File: src/rtl/cpu_axi_pkg.sv
// Shared types and helpers for the CPU-to-AXI bridge.
// Holds the bridge FSM states, access-size codes and strobe generation.
package cpu_axi_pkg;

  typedef enum logic [2:0] {
    S_IDLE,
    S_AR,
    S_R,
    S_AW,
    S_B
  } state_t;

  localparam logic [1:0] SIZE_B = 2'd0;
  localparam logic [1:0] SIZE_H = 2'd1;
  localparam logic [1:0] SIZE_W = 2'd2;

  function automatic logic [3:0] gen_wstrb(
    input logic [1:0] size,
    input logic [1:0] addr
  );
    logic [3:0] s;
    case (size)
      SIZE_B:  s = 4'b0001 << addr;
      SIZE_H:  s = 4'b0011 << addr;
      default: s = 4'b1111;
    endcase
    return s;
  endfunction

endpackage

File: src/rtl/cpu_axi_bridge.sv
// Merges the core's instruction and data SRAM-like ports onto one
// single-beat AXI master with data priority and one transfer in flight.
module cpu_axi_bridge
  import cpu_axi_pkg::*;
(
  input  logic        clk,
  input  logic        resetn,
  input  logic        inst_req,
  input  logic [31:0] inst_addr,
  output logic        inst_addr_ok,
  output logic        inst_data_ok,
  output logic [31:0] inst_rdata,
  input  logic        data_req,
  input  logic        data_wr,
  input  logic [1:0]  data_size,
  input  logic [31:0] data_addr,
  input  logic [31:0] data_wdata,
  output logic        data_addr_ok,
  output logic        data_data_ok,
  output logic [31:0] data_rdata,
  output logic [31:0] araddr,
  output logic        arvalid,
  input  logic        arready,
  input  logic [31:0] rdata,
  input  logic        rvalid,
  output logic        rready,
  output logic [31:0] awaddr,
  output logic        awvalid,
  input  logic        awready,
  output logic [31:0] wdata,
  output logic [3:0]  wstrb,
  output logic        wvalid,
  input  logic        wready,
  input  logic        bvalid,
  output logic        bready
);

  state_t      state;
  state_t      state_nx;
  logic        own_data;
  logic [31:0] addr_q;
  logic [31:0] wdata_q;
  logic [3:0]  wstrb_q;
  logic [31:0] rdata_q;
  logic        aw_done;
  logic        w_done;
  logic        inst_ok_q;
  logic        data_ok_q;
  logic        idle;
  logic        aw_hs;
  logic        w_hs;
  logic        r_hs;
  logic        b_hs;

  // Gating with resetn keeps a request from being acknowledged
  // in a cycle where the acceptance would be discarded.
  assign idle = (state == S_IDLE) & resetn;

  assign data_addr_ok = idle & data_req;
  assign inst_addr_ok = idle & inst_req & ~data_req;

  assign arvalid = (state == S_AR);
  assign rready  = (state == S_R);
  assign awvalid = (state == S_AW) & ~aw_done;
  assign wvalid  = (state == S_AW) & ~w_done;
  assign bready  = (state == S_B);

  assign aw_hs = awvalid & awready;
  assign w_hs  = wvalid & wready;
  assign r_hs  = rready & rvalid;
  assign b_hs  = bready & bvalid;

  assign araddr       = addr_q;
  assign awaddr       = addr_q;
  assign wdata        = wdata_q;
  assign wstrb        = wstrb_q;
  assign inst_rdata   = rdata_q;
  assign data_rdata   = rdata_q;
  assign inst_data_ok = inst_ok_q;
  assign data_data_ok = data_ok_q;

  always_comb begin
    state_nx = state;
    case (state)
      S_IDLE: begin
        if (data_addr_ok)
          state_nx = data_wr ? S_AW : S_AR;
        else if (inst_addr_ok)
          state_nx = S_AR;
      end
      S_AR: if (arready) state_nx = S_R;
      S_R:  if (rvalid)  state_nx = S_IDLE;
      S_AW: begin
        if ((aw_done | aw_hs) & (w_done | w_hs))
          state_nx = S_B;
      end
      S_B:  if (bvalid)  state_nx = S_IDLE;
      default: state_nx = S_IDLE;
    endcase
  end

  always_ff @(posedge clk) begin
    if (!resetn) begin
      state     <= S_IDLE;
      own_data  <= 1'b0;
      addr_q    <= '0;
      wdata_q   <= '0;
      wstrb_q   <= '0;
      rdata_q   <= '0;
      aw_done   <= 1'b0;
      w_done    <= 1'b0;
      inst_ok_q <= 1'b0;
      data_ok_q <= 1'b0;
    end else begin
      state     <= state_nx;
      inst_ok_q <= ~own_data & (r_hs | b_hs);
      data_ok_q <= own_data & (r_hs | b_hs);
      if (data_addr_ok) begin
        own_data <= 1'b1;
        addr_q   <= data_addr;
        wdata_q  <= data_wdata;
        wstrb_q  <= data_wr ? gen_wstrb(data_size, data_addr[1:0])
                            : 4'b0000;
      end else if (inst_addr_ok) begin
        own_data <= 1'b0;
        addr_q   <= inst_addr;
        wdata_q  <= '0;
        wstrb_q  <= 4'b0000;
      end
      if (state == S_AW) begin
        aw_done <= aw_done | aw_hs;
        w_done  <= w_done | w_hs;
      end else begin
        aw_done <= 1'b0;
        w_done  <= 1'b0;
      end
      if (r_hs)
        rdata_q <= rdata;
    end
  end

endmodule
File: config.mk
export PLATFORM = sky130hd
export DESIGN_NAME = cpu_axi_bridge
export DESIGN_NICKNAME = d
export VERILOG_FILES = /design/src/rtl/cpu_axi_pkg.sv /design/src/rtl/cpu_axi_bridge.sv
export SDC_FILE = /design/constraint.sdc
export NUM_CORES = 1
export LEC_CHECK = 0
export BUFFER_PORTS_ARGS = -buffer_cell sky130_fd_sc_hd__buf_4
export CELL_PAD_IN_SITES_DETAIL_PLACEMENT = 2
export CELL_PAD_IN_SITES_GLOBAL_PLACEMENT = 2
export CORE_MARGIN = 8
export CORE_UTILIZATION = 23
export CTS_CLUSTER_DIAMETER = 200
export DETAILED_ROUTE_END_ITERATION = 10
export PLACE_DENSITY_LB_ADDON = 0.15
export SETUP_SLACK_MARGIN = 0.15
export SYNTH_ARGS = -nofsm -noshare
export SYNTH_HDL_FRONTEND = slang
export SYNTH_SLANG_ARGS = --single-unit
File: constraint.sdc
create_clock -name clk -period 5.2 [get_ports clk]
set_clock_uncertainty 0.05 [all_clocks]
set_input_delay 1.04 -clock clk [delete_from_list [all_inputs] [get_ports clk]]
set_output_delay 1.04 -clock clk [all_outputs]
set_load 0.02 [all_outputs]
==> flow_summary.ini <==
[sta]
setup_ws_ps = 1430
finalSetupViolCount = 0
slew_headroom_pct = 17.5
drv_slew = 0
fin_tns_setup_ps = 0
worstMarginPinSlew_ps = 1240
min_period_over_period_pct = 72.4
period_needed_ps = 3770
fmax_ghz = 0.265
finalHoldViolations = 0
rsz0062_at_grt = false

[floorplanning]
die_y_um = 156
core_sq_um = 19300
die_area_sq_um = 24300
io_pins = 313
initial_core_util_pct = 23.2
rows = 51
die-width_um = 156

[cts]
cts_max_path_buffers = 2
ctsResizeCount = 0
path_clk_slew_ps = 70
cts_buffers = 9
clk_latency_ps = 340
h-tree-depth = 3
postCtsSetupRepairBufs = 0
clock_sinks = 108
cts-hold-fix-buffers = 0
cts-root-buf = clkbuf_16
cts_tree = done

[setup_path]
path_class = in2out
crit_path_end_kind = primary output
critPathBufInv = 2
crit_path_top_delay_cell = nand2_4
crit_path_max_fanout = 35
crit_arrival_ps = 2680
critPathTopFamily = simple AND/OR/NAND/NOR gates
cp-start-kind = input port
critPathMaxStageDelay_ps = 430
cp_cell_sequence = buf_4 > nor4b_4 > nand2_4 > nor2_1 > buf_4
required_ps = 4110
cp_common_cell = buf_4

[cells_and_area]
n_antenna_cell = 0
n_fill_cell = 2139
ff_latch_area_sq_um = 2160
syn2layout_area_growth_pct = 52.1
drive_gt1_share_pct = 46.5
multi_input_area_sq_um = 1670
fin_nets = 855

[grt]
antenna_found_initial = 0
first_global_vias = 4905
grt_overflow_total = 0
grt_max_degree = 68
grtUsageTotal_pct = 15.2
grt_pass1_wl_um = 28400

[yosys]
yosysWarnings = 0
synth_edf_count = 0
synthFlopType = dfxtp_1
async_flop_share_pct = 0
syn_area_sq_um = 4490
ys_types = 37
syn_area_per_cell_sq_um = 9.20
synthesis.instances = 488
syn-num-nets = 628
ys_ff_latch = 108
ys_seq_area_share_pct = 48.1

[drt]
drtIter0Drc = 134
vias = 4390
totalWireLength_um = 19200
antenna_left = 0
vias_per_cell = 4.46
drc_errors = 0
wl_per_cell_um = 19.4
firstDrtPassIters = 4

[flow_run]
maxCapViolCount = 0

[placement]
dp_hpwl_um = 15100
port-buffer-count = 312
post-place-ws_ps = 1410
place_congestion = 0.762

[worst_hold_path]
hp-class = reg2reg

[outcome]
outcome = finished clean

[power_and_ir_drop]
p_per_area_nw_per_um2 = 325
p_leak_nw = 3.28
irDropWorstVdd_mv = 0.146
finalPower_mw = 2.22
==> synthesized netlist by cell type (2+ instances only) <==
cell type	count	area, sq um
clkbuf_1	17	63.8
nand2_1	70	263
nand3b_1	3	22.5
o21ai_1	4	20.0
buf_2	11	55.1
a311oi_1	2	17.5
mux2i_1	31	310
buf_1	2	7.51
nand3_1	2	10.0
buf_6	4	45.0
nor3b_1	3	22.5
dfxtp_1	108	2160
o2bb2ai_1	4	35.0
nor2_1	18	67.6
a22o_1	32	280
nor2b_1	2	12.5
o21ai_0	27	135
nand2b_1	2	12.5
buf_4	64	480
a21oi_1	65	325
==> kinds of logic after synthesis <==
logic type,Yosys count,share of synthesized area (%)
AO/OA/AOI/OAI,141,19.5
buffers and inverters,100,14.7
flip-flops,108,48.1
multiplexers,31,6.91
AND/OR/NAND/NOR,108,10.8
==> sequential cells by signal (all words and copies together) (netlist names) <==
signal        count
wstrb             4
inst_data_ok      1
aw_done           1
state             3
w_done            1
own_data          1
araddr           32
wdata            32
data_data_ok      1
data_rdata       32
==> worst reg2reg max path: stages (launching register included) <==
cell     delay, ps
dfxtp_1        620
nor4b_4        140
nand2_2        110
buf_4          510
and3_2         820
a22o_1         260
==> placed cells by master (no fill, tap or decap), types with 4 or more instances in the layout <==
cell and instances:
dfxtp_1 108, nand2_1 70, o2bb2ai_1 4, o21ai_0 27, nor2_1 18, a21oi_1 65, buf_4 314, a22o_1 32
o21ai_1 4, mux2i_1 31, clkbuf_16 9
==> power by group <==
group / leakage (nW) / switching [mW] / internal (mW)
clock network: 0.140 / 0.328 / 0.379
registers: 0.884 / 0.0594 / 0.894
logic: 2.26 / 0.302 / 0.258
total: 3.28 / 0.689 / 1.53
==> final timing paths <==
check | startpoint | end | slack (ps) | cells past startpoint
max | resetn | inst_addr_ok | 1430 | 5
min | own_data | inst_data_ok | 390 | 1
max reg2reg | state[1] | wdata[16] | 2640 | 5
min reg2reg | own_data | inst_data_ok | 390 | 1
==> layer usage <==
layer / routed length, um / up-vias / part of all wire [%] / GRT usage (%)
li1: - / 2071 / - / -
met1: 7090 / 2108 / 37 / 15.2
met2: 9530 / 194 / 50 / 26.9
met3: 2210 / 17 / 12 / 8.09
met4: 325 / 0 / 1.7 / 4.39
met5: 0 / - / 0 / 0
==> per-stage QoR <==
step / hold slack, ps / area [sq um] / std cells / utilization [%]
2_1_floorplan: 348 / 4490 / 488 / -
3_3_place_gp: 385 / 6530 / 969 / 33.8
3_5_place_dp: 383 / 6530 / 969 / 33.8
4_1_cts: 396 / 6830 / 985 / 35.3
5_1_grt: 417 / 6830 / 985 / 35.3
6_report: 389 / 6830 / 985 / 35.3
==> final cells by class <==
type | instances | share of cell area (%)
clock inverter | 6 | 1.04
timing repair buffer | 314 | 34.5
clock buffer | 10 | 3.35
sequential | 108 | 31.7
tap | 265 | 4.85
multi-input combinational | 280 | 24.5
inverter | 2 | 0.110
Power figures use the tool's default switching activity.
